`src/rtl/act_pkg.sv`:
```
// rtl/act_pkg.sv - shared constants and types for the activation scheduler
// Purpose: activation control codes, Q6.10 constants and the scheduler state enum.
// Ports: none (package).
package act_pkg;

  localparam logic [3:0]  CTRL_IDLE    = 4'b0000;
  localparam logic [3:0]  CTRL_SIGMOID = 4'b0011;

  localparam int          FRAC_BITS    = 10;
  localparam logic [15:0] ONE_Q        = 16'h0400;
  localparam logic [15:0] HALF_Q       = 16'h0200;

  typedef enum logic {
    S_IDLE,
    S_BURST
  } state_t;

endpackage

```
`src/rtl/act_sched_if.sv`:
```
// rtl/act_sched_if.sv - requester, activation-unit and response bundle
// Purpose: groups every non-clock signal of act_sched.
// Ports (slave = scheduler side):
//   req_valid/req_ready/req_z/req_ctrl/req_last  per-requester element stream
//   act_ctrl/act_z/act_dout                      shared activation unit
//   rsp_valid/rsp_ready/rsp_data/rsp_id/rsp_last tagged response stream
//   busy                                         work pending anywhere
interface act_sched_if #(
  parameter int NUM_REQ = 2,
  parameter int DW      = 16,
  parameter int CW      = 4
);
  localparam int IDW = (NUM_REQ > 1) ? $clog2(NUM_REQ) : 1;

  logic [NUM_REQ-1:0]    req_valid;
  logic [NUM_REQ-1:0]    req_ready;
  logic [NUM_REQ*DW-1:0] req_z;
  logic [NUM_REQ*CW-1:0] req_ctrl;
  logic [NUM_REQ-1:0]    req_last;

  logic [CW-1:0]         act_ctrl;
  logic [DW-1:0]         act_z;
  logic [DW-1:0]         act_dout;

  logic                  rsp_valid;
  logic                  rsp_ready;
  logic [DW-1:0]         rsp_data;
  logic [IDW-1:0]        rsp_id;
  logic                  rsp_last;

  logic                  busy;

  modport slave (
    input  req_valid, req_z, req_ctrl, req_last, act_dout, rsp_ready,
    output req_ready, act_ctrl, act_z, rsp_valid, rsp_data, rsp_id, rsp_last, busy
  );

  modport master (
    output req_valid, req_z, req_ctrl, req_last, act_dout, rsp_ready,
    input  req_ready, act_ctrl, act_z, rsp_valid, rsp_data, rsp_id, rsp_last, busy
  );

endinterface

```
`src/rtl/act_rsp_fifo.sv`:
```
// rtl/act_rsp_fifo.sv - synchronous response FIFO with occupancy count
// Purpose: buffers tagged activation results until the consumer takes them.
// Ports:
//   clk, rst      clock, synchronous active-high reset
//   i_push/i_push_data  write side
//   i_pop/o_pop_data    read side (head is visible combinationally)
//   o_count       number of stored entries
module act_rsp_fifo #(
  parameter int W     = 19,
  parameter int DEPTH = 4
) (
  input  logic                       clk,
  input  logic                       rst,
  input  logic                       i_push,
  input  logic [W-1:0]               i_push_data,
  input  logic                       i_pop,
  output logic [W-1:0]               o_pop_data,
  output logic [$clog2(DEPTH+1)-1:0] o_count
);

  localparam int AW   = (DEPTH > 1) ? $clog2(DEPTH) : 1;
  localparam int CNTW = $clog2(DEPTH + 1);

  logic [W-1:0]    r_mem [DEPTH];
  logic [AW-1:0]   r_wr_ptr;
  logic [AW-1:0]   r_rd_ptr;
  logic [CNTW-1:0] r_count;

  // Explicit wrap so non-power-of-two depths work.
  function automatic logic [AW-1:0] ptr_inc(input logic [AW-1:0] p);
    return (p == AW'(DEPTH - 1)) ? '0 : p + AW'(1);
  endfunction

  always_ff @(posedge clk) begin
    if (i_push) begin
      r_mem[r_wr_ptr] <= i_push_data;
    end
  end

  always_ff @(posedge clk) begin
    if (rst) begin
      r_wr_ptr <= '0;
      r_rd_ptr <= '0;
      r_count  <= '0;
    end else begin
      if (i_push) begin
        r_wr_ptr <= ptr_inc(r_wr_ptr);
      end
      if (i_pop) begin
        r_rd_ptr <= ptr_inc(r_rd_ptr);
      end
      case ({i_push, i_pop})
        2'b10:   r_count <= r_count + CNTW'(1);
        2'b01:   r_count <= r_count - CNTW'(1);
        default: r_count <= r_count;
      endcase
    end
  end

  assign o_pop_data = r_mem[r_rd_ptr];
  assign o_count    = r_count;

  // Upstream credit accounting must make these impossible.
  a_no_overflow: assert property (@(posedge clk) disable iff (rst)
    !(i_push && !i_pop && (r_count == CNTW'(DEPTH))));
  a_no_underflow: assert property (@(posedge clk) disable iff (rst)
    !(i_pop && (r_count == '0)));

endmodule

```
`src/rtl/act_sched.sv`:
```
// rtl/act_sched.sv - round-robin burst scheduler for a shared activation unit
// Purpose: grants one requester per burst, streams its elements into the
//   activation unit, tracks results in flight and returns them tagged with the
//   requester id through a credit-protected response FIFO.
// Ports:
//   clk  clock
//   rst  synchronous active-high reset
//   bus  act_sched_if.slave (requests, activation unit, responses, busy)
module act_sched
  import act_pkg::*;
#(
  parameter int NUM_REQ   = 2,
  parameter int DW        = 16,
  parameter int CW        = 4,
  parameter int ACT_LAT   = 1,
  parameter int RSP_DEPTH = 4
) (
  input  logic       clk,
  input  logic       rst,
  act_sched_if.slave bus
);

  localparam int IDW  = (NUM_REQ > 1) ? $clog2(NUM_REQ) : 1;
  localparam int FW   = DW + IDW + 1;
  localparam int CNTW = $clog2(RSP_DEPTH + 1);
  localparam int UW   = $clog2(RSP_DEPTH + ACT_LAT + 2);

  state_t             r_state;
  logic [IDW-1:0]     r_owner;
  logic [IDW-1:0]     r_rr_ptr;
  logic [CW-1:0]      r_act_ctrl;
  logic [DW-1:0]      r_act_z;
  // In-flight pipe: stage 0 lines up with the act_* register, the last stage
  // lines up with the activation unit's output.
  logic [ACT_LAT:0]   r_pv;
  logic [ACT_LAT:0]   r_plast;
  logic [IDW-1:0]     r_pid [ACT_LAT+1];

  logic [CNTW-1:0]    w_fifo_count;
  logic [UW-1:0]      w_inflight;
  logic [UW-1:0]      w_used;
  logic               w_credit_ok;
  logic               w_accept;
  logic               w_owner_last;
  logic               w_found;
  logic [IDW-1:0]     w_win;
  logic [NUM_REQ-1:0] w_req_ready;
  logic [FW-1:0]      w_head;
  logic               w_pop;

  always_comb begin
    w_inflight = '0;
    for (int k = 0; k <= ACT_LAT; k++) begin
      w_inflight = w_inflight + UW'(r_pv[k]);
    end
  end

  // A slot is reserved from issue until the consumer pops the result, so the
  // FIFO can never be asked to take more than it holds.
  assign w_used      = UW'(w_fifo_count) + w_inflight;
  assign w_credit_ok = (w_used < UW'(RSP_DEPTH));

  always_comb begin
    w_req_ready = '0;
    if (r_state == S_BURST && w_credit_ok) begin
      w_req_ready[r_owner] = 1'b1;
    end
  end

  assign w_accept     = (r_state == S_BURST) && bus.req_valid[r_owner] && w_credit_ok;
  assign w_owner_last = bus.req_last[r_owner];

  // Round-robin search starting at r_rr_ptr, wrapping around.
  always_comb begin
    w_win   = r_rr_ptr;
    w_found = 1'b0;
    for (int k = 0; k < NUM_REQ; k++) begin
      if (!w_found && bus.req_valid[(int'(r_rr_ptr) + k) % NUM_REQ]) begin
        w_win   = IDW'((int'(r_rr_ptr) + k) % NUM_REQ);
        w_found = 1'b1;
      end
    end
  end

  always_ff @(posedge clk) begin
    if (rst) begin
      r_state    <= S_IDLE;
      r_owner    <= '0;
      r_rr_ptr   <= '0;
      r_act_ctrl <= CW'(CTRL_IDLE);
      r_act_z    <= '0;
      r_pv       <= '0;
      r_plast    <= '0;
      for (int k = 0; k <= ACT_LAT; k++) begin
        r_pid[k] <= '0;
      end
    end else begin
      r_act_ctrl <= CW'(CTRL_IDLE);
      r_pv[0]    <= w_accept;
      r_plast[0] <= w_owner_last;
      r_pid[0]   <= r_owner;
      for (int k = 1; k <= ACT_LAT; k++) begin
        r_pv[k]    <= r_pv[k-1];
        r_plast[k] <= r_plast[k-1];
        r_pid[k]   <= r_pid[k-1];
      end

      case (r_state)
        S_IDLE: begin
          if (w_found) begin
            r_owner <= w_win;
            r_state <= S_BURST;
          end
        end
        S_BURST: begin
          // The grant stays locked until the owner's last element goes in,
          // even across gaps in its req_valid.
          if (w_accept) begin
            r_act_z    <= bus.req_z[int'(r_owner)*DW +: DW];
            r_act_ctrl <= bus.req_ctrl[int'(r_owner)*CW +: CW];
            if (w_owner_last) begin
              r_state  <= S_IDLE;
              r_rr_ptr <= IDW'((int'(r_owner) + 1) % NUM_REQ);
            end
          end
        end
        default: r_state <= S_IDLE;
      endcase
    end
  end

  assign w_pop = (w_fifo_count != '0) && bus.rsp_ready;

  act_rsp_fifo #(
    .W     (FW),
    .DEPTH (RSP_DEPTH)
  ) u_rsp_fifo (
    .clk         (clk),
    .rst         (rst),
    .i_push      (r_pv[ACT_LAT]),
    .i_push_data ({bus.act_dout, r_pid[ACT_LAT], r_plast[ACT_LAT]}),
    .i_pop       (w_pop),
    .o_pop_data  (w_head),
    .o_count     (w_fifo_count)
  );

  assign bus.req_ready = w_req_ready;
  assign bus.act_ctrl  = r_act_ctrl;
  assign bus.act_z     = r_act_z;
  assign bus.rsp_valid = (w_fifo_count != '0);
  assign bus.rsp_data  = w_head[FW-1 -: DW];
  assign bus.rsp_id    = w_head[IDW:1];
  assign bus.rsp_last  = w_head[0];
  assign bus.busy      = (r_state == S_BURST) || (w_used != '0);

endmodule

```
`src/flat_wrapper.sv`:
```
// flat-port wrapper written by rule: the top's interface ports become plain ports
module act_sched_flat import act_pkg::*;
#(
  parameter int NUM_REQ   = 2,
  parameter int DW        = 16,
  parameter int CW        = 4,
  parameter int ACT_LAT   = 1,
  parameter int RSP_DEPTH = 4
)
  (clk, rst, bus_req_valid, bus_req_z, bus_req_ctrl, bus_req_last, bus_act_dout, bus_rsp_ready, bus_req_ready, bus_act_ctrl, bus_act_z, bus_rsp_valid, bus_rsp_data, bus_rsp_id, bus_rsp_last, bus_busy);
  act_sched_if #(.NUM_REQ(NUM_REQ), .DW(DW), .CW(CW)) bus_i ();
  input  logic clk;
  input  logic rst;
  input wire logic [$bits(bus_i.req_valid)-1:0] bus_req_valid;
  input wire logic [$bits(bus_i.req_z)-1:0] bus_req_z;
  input wire logic [$bits(bus_i.req_ctrl)-1:0] bus_req_ctrl;
  input wire logic [$bits(bus_i.req_last)-1:0] bus_req_last;
  input wire logic [$bits(bus_i.act_dout)-1:0] bus_act_dout;
  input wire logic [$bits(bus_i.rsp_ready)-1:0] bus_rsp_ready;
  output wire logic [$bits(bus_i.req_ready)-1:0] bus_req_ready;
  output wire logic [$bits(bus_i.act_ctrl)-1:0] bus_act_ctrl;
  output wire logic [$bits(bus_i.act_z)-1:0] bus_act_z;
  output wire logic [$bits(bus_i.rsp_valid)-1:0] bus_rsp_valid;
  output wire logic [$bits(bus_i.rsp_data)-1:0] bus_rsp_data;
  output wire logic [$bits(bus_i.rsp_id)-1:0] bus_rsp_id;
  output wire logic [$bits(bus_i.rsp_last)-1:0] bus_rsp_last;
  output wire logic [$bits(bus_i.busy)-1:0] bus_busy;
  assign bus_i.req_valid = bus_req_valid;
  assign bus_i.req_z = bus_req_z;
  assign bus_i.req_ctrl = bus_req_ctrl;
  assign bus_i.req_last = bus_req_last;
  assign bus_i.act_dout = bus_act_dout;
  assign bus_i.rsp_ready = bus_rsp_ready;
  assign bus_req_ready = bus_i.req_ready;
  assign bus_act_ctrl = bus_i.act_ctrl;
  assign bus_act_z = bus_i.act_z;
  assign bus_rsp_valid = bus_i.rsp_valid;
  assign bus_rsp_data = bus_i.rsp_data;
  assign bus_rsp_id = bus_i.rsp_id;
  assign bus_rsp_last = bus_i.rsp_last;
  assign bus_busy = bus_i.busy;
  act_sched #(.NUM_REQ(NUM_REQ), .DW(DW), .CW(CW), .ACT_LAT(ACT_LAT), .RSP_DEPTH(RSP_DEPTH)) u_core (.clk(clk), .rst(rst), .bus(bus_i));
endmodule
```
`config.mk`:
```
export PLATFORM = sky130hd
export DESIGN_NAME = act_sched_flat
export DESIGN_NICKNAME = d
export VERILOG_FILES = /design/src/rtl/act_pkg.sv /design/src/rtl/act_sched_if.sv /design/src/rtl/act_rsp_fifo.sv /design/src/rtl/act_sched.sv /design/src/flat_wrapper.sv
export SDC_FILE = /design/constraint.sdc
export NUM_CORES = 1
export LEC_CHECK = 0
export ABC_AREA = 1
export BUFFER_PORTS_ARGS = -buffer_cell sky130_fd_sc_hd__buf_4
export CAP_MARGIN = 40
export CORE_MARGIN = 3
export CORE_UTILIZATION = 55
export CTS_CLUSTER_SIZE = 12
export DETAILED_ROUTE_END_ITERATION = 7
export PLACE_DENSITY_LB_ADDON = 0.3
export REMOVE_ABC_BUFFERS = 1
export SKIP_LAST_GASP = 1
export SYNTH_ARGS = -nofsm -noshare
export SYNTH_HDL_FRONTEND = slang
export SYNTH_HIERARCHICAL = 1
export SYNTH_SLANG_ARGS = --single-unit
```
`constraint.sdc`:
```
create_clock -name clk -period 5.9 [get_ports clk]
set_clock_uncertainty 0.15 [all_clocks]
set_input_delay 1.77 -clock clk [delete_from_list [all_inputs] [get_ports clk]]
set_output_delay 1.77 -clock clk [all_outputs]
set_load 0.02 [all_outputs]
```
==> results of run 1 <==
-- layout make-up --
| cell class | instances | area (um2) | share of cell area (%) |
|---|---|---|---|
| clock inverters | 7 | 67.6 | 1.24 |
| inverters | 29 | 118 | 2.15 |
| multi-input cells | 269 | 1310 | 23.9 |
| clock buffers | 9 | 124 | 2.27 |
| repair buffers | 106 | 796 | 14.6 |
| well taps | 102 | 128 | 2.34 |
| flip-flops and latches | 110 | 2920 | 53.5 |
-- worst max-delay path: stages (launching register included) --
cell,delay [ns]
dfxtp_1,0.45
inv_1,0.10
fa_1,0.40
inv_1,0.06
ha_1,0.15
inv_1,0.04
nand2_1,0.05
nand2_1,0.08
nor2_2,0.08
buf_4,0.24
inv_1,0.09
nor2_1,0.10
buf_4,0.16
-- through the flow --
step	cell area, um2	cells	total power, uW	setup WS (ns)	hold slack, ns
floorplan	4350	408	1250	1.91	0.238
global placement	5270	616	1480	2.10	0.240
global route	5460	632	2000	1.36	0.303
finish	5460	632	1900	1.62	0.262
CTS	5460	632	1910	1.59	0.262
detailed placement	5270	616	1500	2.03	0.245
-- state kept, by name (all words and copies together) (netlist names), named ones only --
signal                      cells
u_core/u_rsp_fifo/r_mem        72
u_core/r_pid                    2
u_core/u_rsp_fifo/r_wr_ptr      2
u_core/r_pv                     2
u_core/r_state                  1
u_core/r_plast                  2
u_core/u_rsp_fifo/r_rd_ptr      2
u_core/bus.act_z               16
u_core/bus.act_ctrl             4
u_core/r_rr_ptr                 1
u_core/r_owner                  1
u_core/u_rsp_fifo/o_count       3
-- per-layer routing --
metal | track usage [%] | up-vias | routed length, um
met5 | 0 | - | 0
met3 | 6.13 | 8 | 706
li1 | - | 1648 | -
met1 | 22.1 | 1563 | 3520
met4 | 6.26 | 0 | 102
met2 | 32.4 | 118 | 4530
-- path summary, 6_finish.rpt --
kind	slack, ns	cells past startpoint	startpoint	endpoint
setup / recovery	1.62	12	u_core/r_pv[1]$_SDFF_PP0_	bus_req_ready[0]
hold / removal	0.26	2	u_core/r_pid[0][0]$_SDFF_PP0_	u_core/r_pid[0][1]$_SDFF_PP0_
setup reg to reg	3.43	12	u_core/r_pv[1]$_SDFF_PP0_	u_core/bus.act_z[5]$_SDFFE_PP0P_
hold reg to reg	0.26	2	u_core/r_pid[0][0]$_SDFF_PP0_	u_core/r_pid[0][1]$_SDFF_PP0_
-- power groups by stage --
stage	Sequential (uW)	Combinational, uW	Clock (uW)
after floorplan	922	323	0
after global placement	903	577	0
after detailed placement	905	591	0
after CTS	888	593	430
after global routing	893	645	464
final	888	590	422
-- cell usage in the layout, fill, tap and decap left out --
cell type and n:
o22ai_1 18, clkinv_2 2, a21oi_1 24, inv_6 1, a31oi_1 1, inv_1 27
edfxtp_1 72, nand4_1 1, o211ai_1 1, o21ai_2 4, dfxtp_1 38, clkbuf_8 9
a21boi_0 1, clkinv_8 1, o21ai_1 11, nand3_1 14, nand2_2 1, ha_1 7
nand2_1 88, inv_8 2, xnor2_1 1, nor3_1 1, nor2_1 59, buf_4 106
fa_1 2, o21ai_0 32, nand3_2 1, xor2_1 1, nor2_2 1, clkinv_4 3
-- cell families (layout without fill, tap and decap cells) --
| group | count (synthesis) | count (layout) |
|---|---|---|
| and+or+nand+nor | 166 | 166 |
| DFF | 110 | 110 |
| AOI/OAI and AO/OA | 92 | 92 |
| buffers and inverters | 51 | 151 |
| adders and majority gates | 9 | 9 |
| xor gates and xnor gates | 2 | 2 |
==> flow_summary_export.csv, run 1 <==
group,metric,value,unit
die,fp.dieH,96.8,um
clocking,cts_hold_buf,0,
power_and_ir_drop,powerDensity,348,nW/um2
synth,synth_top_family_by_area,"simple AND/OR/NAND/NOR gates",
global_route,grt_max_degree,38,
global_route,grt_use_total,18.8,%
synth,ys_warn_count,6,
power_and_ir_drop,switching_share,34.3,%
sta,setup_violations,0,
power_and_ir_drop,combPwrFrac,31.0,%
sta,fin_crit,4.28,ns
critical_path,worst_setup_path_start_kind,"register",
placement,numPortBuffers,104,
job,cap_violations,0,
critical_path,cp_data_required_time,3.98,ns
clocking,cts_root_buf,"clkbuf_8",
placement,place_congestion,0.782,
sta,fmax,234,MHz
clocking,htree_levels,3,
sta,rsz0062_at_grt,"no",
sta,post-route-period-util,72.5,%
sta,tightest_slew,0.870,ns
cells_and_area,area_delta_synth_final,20.4,%
synth,synth-compound-area-share,11.1,%
sta,max_slew_margin,41.9,%
route,drc,0,
synth,syn_area,4540,um2
sta,hold_viol,0,
clocking,cts.clk_slew.worst_paths,0.11,ns
critical_path,cp_max_fo,21,
synth,synth.area.top_cells,"edfxtp_1 (48%), dfxtp_1 (17%), nand2_1 (7.3%)",
die,start_util,57.8,%
synth,ys.flop_type,"edfxtp_1",
sta,slew_viol_final,0,
placement,post-dp-hpwl,5890,um
synth,synth_top_area_share,47.7,%
power_and_ir_drop,power_leakage,0.00224,uW
cells_and_area,nets,597,
clocking,cts_tree,"yes",
clocking,clk_latency,0.36,ns
synth,syn_avg_cell_area,10.5,um2
synth,ys_seq_area_share,64.4,%
synth,synth_most_common_cell,"nand2_1",
synth,synthDistinctLibCells,31,
synth,synth_fa_ha_area_share,2.81,%
clocking,clkSinkCount,110,
global_route,grt_overflow,0,
route,routed_wl,8850,um
clocking,cts_buffer_depth,2,
cells_and_area,post-route-util,69.6,%
clocking,postCtsSetupBuffers,0,
route,drt_iter0_drc,140,
critical_path,worst-setup-path-type,"reg -> out",
route,wl_per_cell,14.0,um
clocking,cts_buffers,9,
power_and_ir_drop,clockPowerShare,22.2,%
synth,syn-instance-count,430,
synth,synth_commonest_cells,"nand2_1 (88), edfxtp_1 (72), nor2_1 (59)",
cells_and_area,diodes,0,
clocking,post_cts_resized,0,
synth,synthMuxAreaShare,0,%
power_and_ir_drop,vdd_drop_max,0.237,mV
synth,async_flop_share,0,%
cells_and_area,fillCellCount,614,
synth,synth_xor_area_share,0.386,%
die,die_area,9370,um2
synth,yosys.area.top_type,"edfxtp_1",
synth,synth_edf_count,72,
cells_and_area,drive_above_1_share,24.7,%
route,drt-pass1-iter-count,4,
critical_path,cp-end-kind,"output pin",
route,vias,3337,
min_path,worst_hold_path_type,"reg -> reg",
critical_path,arrival,2.36,ns
synth,synth_seq_cells,110,
power_and_ir_drop,intPower,1250,uW
route,vias_per_cell,5.28,
sta,fin_setup_tns,0,ns
global_route,grt_pass1_vias,3157,
die,ios,105,
power_and_ir_drop,pwr-share-seq,46.7,%
die,dieWidth,96.8,um
global_route,grt_pass1_wl,14300,um
synth,synthSimpleGateAreaFrac,14.5,%
global_route,grt_antenna_before_repair,0,
power_and_ir_drop,p_sw,651,uW
run_status,status,"finished, final reports clean",
die,rows,32,
route,ant_nets,0,
die,core-area,7850,um2
Power figures use the tool's default switching activity.
==> run 2: changes to the inputs <==
Settings changed: ABC_AREA 1 to 0, CORE_UTILIZATION 55 to 54.
Clock period 5.9 ns to 4.1 ns, I/O delays scaled along.
==> run 2 against run 1 <==
Register-to-register slack worse by 1.8 ns; first-iteration DRC count decreased by 46%; core utilization down 0.88 points; area after synthesis up 1.5%; sequential power grew 39%; largest power group unchanged; worst setup slack lost 1.2 ns.
==> flow_summary_export.csv, run 2 <==
group,metric,value,unit
global_route,grt_pass1_wl,13700,um
critical_path,slowest_stage,"dfxtp_1",
cells_and_area,drive_above_1_share,38.3,%
min_path,holdPathStages,1,
critical_path,ff2ff_path_depth,7,
cells_and_area,fillCellCount,605,
sta,fin_setup_tns,0,ns
global_route,grt_pass1_vias,2807,
die,die_area,9670,um2
clocking,clkSinkCount,110,
sta,slew_viol_final,0,
cells_and_area,largest_reg_flops,72,
clocking,cts_tree,"yes",
clocking,cts_root_buf,"clkbuf_8",
placement,place_congestion,0.676,
route,drc,0,
clocking,cts.clk_slew.worst_paths,0.10,ns
sta,setup_violations,0,
die,dieWidth,98.3,um
cells_and_area,mostFrequentLayoutCells,"buf_4 (107), edfxtp_1 (72), dfxtp_1 (38)",
sta,tightest_slew,0.842,ns
cells_and_area,fin_cells,504,
cells_and_area,final_common_cell,"buf_4",
clocking,htree_levels,3,
route,wl_per_cell,16.8,um
clocking,clk_latency,0.35,ns
critical_path,r2r_start,"u_core/u_rsp_fifo/o_count[2]$_SDFFE_PP0P_",
synth,ys.flop_type,"edfxtp_1",
synth,ys_warn_count,6,
clocking,post_cts_resized,0,
critical_path,arrival,2.35,ns
sta,fmax,268,MHz
min_path,hp-start,"u_core/r_plast[0]$_SDFF_PP0_",
placement,post-dp-hpwl,5620,um
synth,ys_seq_area_share,63.5,%
cells_and_area,diodes,0,
power_and_ir_drop,fin_total_pwr,2190,uW
synth,synth_most_common_cell,"edfxtp_1",
min_path,hold_end,"u_core/r_plast[1]$_SDFF_PP0_",
cells_and_area,regMostFlops,"u_core/u_rsp_fifo/r_mem",
synth,syn-instance-count,291,
cells_and_area,nets,466,
placement,numPortBuffers,104,
critical_path,path_buf_inv,4,
clocking,postCtsSetupBuffers,0,
sta,holdWs,0.296,ns
synth,synth_commonest_cells,"edfxtp_1 (72), dfxtp_1 (38), mux2i_1 (24)",
synth,syn_avg_cell_area,15.8,um2
synth,synth_edf_count,72,
run_status,status,"finished, final reports clean",
synth,synth_seq_cells,110,
cells_and_area,area_delta_synth_final,23.2,%
route,routed_wl,8470,um
clocking,cts_hold_buf,0,
sta,max_slew_margin,43.8,%
critical_path,cp_max_fo,37,
die,start_util,55.7,%
route,vias_per_cell,5.56,
global_route,grt_overflow,0,
job,cap_violations,0,
global_route,grt_max_degree,41,
global_route,grt_use_total,18.0,%
die,rows,33,
die,ios,105,
global_route,grt_antenna_before_repair,0,
min_path,worst_hold_path_type,"reg -> reg",
critical_path,cp_top_family,"adder cells",
placement,dp_cells,488,
critical_path,crit_top_cell,"inv_1",
power_and_ir_drop,power_leakage,0.00210,uW
die,core-area,8260,um2
synth,synth_top_area_share,47.0,%
critical_path,cp_data_required_time,2.72,ns
synth,yosys.area.top_type,"edfxtp_1",
synth,synthDistinctLibCells,36,
clocking,cts_buffers,9,
critical_path,cp-end-kind,"output pin",
sta,fin_crit,3.73,ns
route,vias,2804,
clocking,cts_buffer_depth,2,
sta,rsz0062_at_grt,"no",
power_and_ir_drop,vdd_drop_max,0.182,mV
synth,synth.area.top_cells,"edfxtp_1 (47%), dfxtp_1 (17%), mux2i_1 (5.2%)",
route,drt_iter0_drc,76,
sta,hold_viol,0,
sta,post-route-period-util,90.9,%
synth,syn_area,4600,um2
critical_path,worst_setup_path_start_kind,"register",
critical_path,path_cells,"inv_1, fa_1, inv_1, ha_1, xnor2_4, buf_12, nand2_1, nor2_1, buf_4",
critical_path,critPathMaxStageDelay,0.45,ns
critical_path,r2r_slack,1.61,ns
route,ant_nets,0,
critical_path,reg2reg_to,"u_core/u_rsp_fifo/o_count[2]$_SDFFE_PP0P_",
critical_path,worst-setup-path-type,"reg -> out",
die,fp.dieH,98.3,um
power_and_ir_drop,powerDensity,386,nW/um2
route,drt-pass1-iter-count,4,
synth,async_flop_share,0,%
run 2: changes by cell type in the layout (fill, tap and decap cells not counted), sizes merged, moves of 13 or more:
cell / delta
nand2: -87
nand4: +15
nor3b: +18
nor2: -45
nand3: -13
a31oi: +15
inv: -16
o21ai: -45
a21oi: -20
mux2i: +24
o22ai: -18
mux4: +18
run 2: metrics by stage:
stage	instance area [um2]	setup slack [ns]	utilization, %
global route	5670	0.150	68.7
finish	5670	0.372	68.7
global placement	5400	0.684	65.3
detailed placement	5490	0.792	66.5
floorplan	4460	0.819	-
CTS	5670	0.327	68.7
run 2: logic make-up (layout without fill, tap and decap cells):
group / after synthesis / count (layout) / synth area share [%]
XOR/XNOR: 3 / 3 / 0.979
AND/OR/NAND/NOR: 68 / 68 / 10.1
AO/OA/AOI/OAI: 26 / 26 / 3.56
flip-flops: 110 / 110 / 63.5
buffers and inverters: 32 / 140 / 4.05
multiplexers: 43 / 43 / 15.0
adder cells (fa/ha/maj): 9 / 9 / 2.77
run 2: layout make-up:
type | instances | area (um2) | area share (%)
tap | 105 | 131 | 2.32
inverter | 12 | 45.0 | 0.794
clock buffer | 10 | 128 | 2.25
clock inverter | 6 | 56.3 | 0.993
timing repair buffer | 112 | 896 | 15.8
sequential | 110 | 2920 | 51.5
multi-input combinational | 149 | 1490 | 26.3
run 2: per-layer routing:
metal  up-vias  GRT usage [%]  part of all wire [%]
met1      1358           23.5                    42
li1       1337              -                     -
met2        99           29.1                    49
met5         -              0                     0
met3        10           4.64                   6.9
met4         0           7.25                   1.6
run 2: worst max-delay path by stage:
stage                                    from               end  slack, ns  cells past startpoint
CTS                 u_core/r_pv[1]$_SDFF_PP0_  bus_req_ready[0]       0.33                      9
global placement    u_core/r_pv[1]$_SDFF_PP0_  bus_req_ready[0]       0.68                      8
finish              u_core/r_pv[1]$_SDFF_PP0_  bus_req_ready[0]       0.37                      9
detailed placement  u_core/r_pv[1]$_SDFF_PP0_  bus_req_ready[0]       0.79                      9
global route        u_core/r_pv[1]$_SDFF_PP0_  bus_req_ready[1]       0.15                      9
floorplan           u_core/r_pv[1]$_SDFF_PP0_  bus_req_ready[0]       0.82                      7
run 2: power breakdown:
group / internal (uW) / switching, uW
registers: 1210 / 18.9
logic: 179 / 183
clock network: 233 / 366
total: 1620 / 569
run 2: worst reg2reg max path, stage by stage, from the launching register on:
cell and delay, ns:
dfxtp_1 0.40, or3_1 0.42, and2_1 0.22, ha_1 0.24
fa_1 0.38, xnor2_1 0.14, or3_1 0.32, a21oi_1 0.15
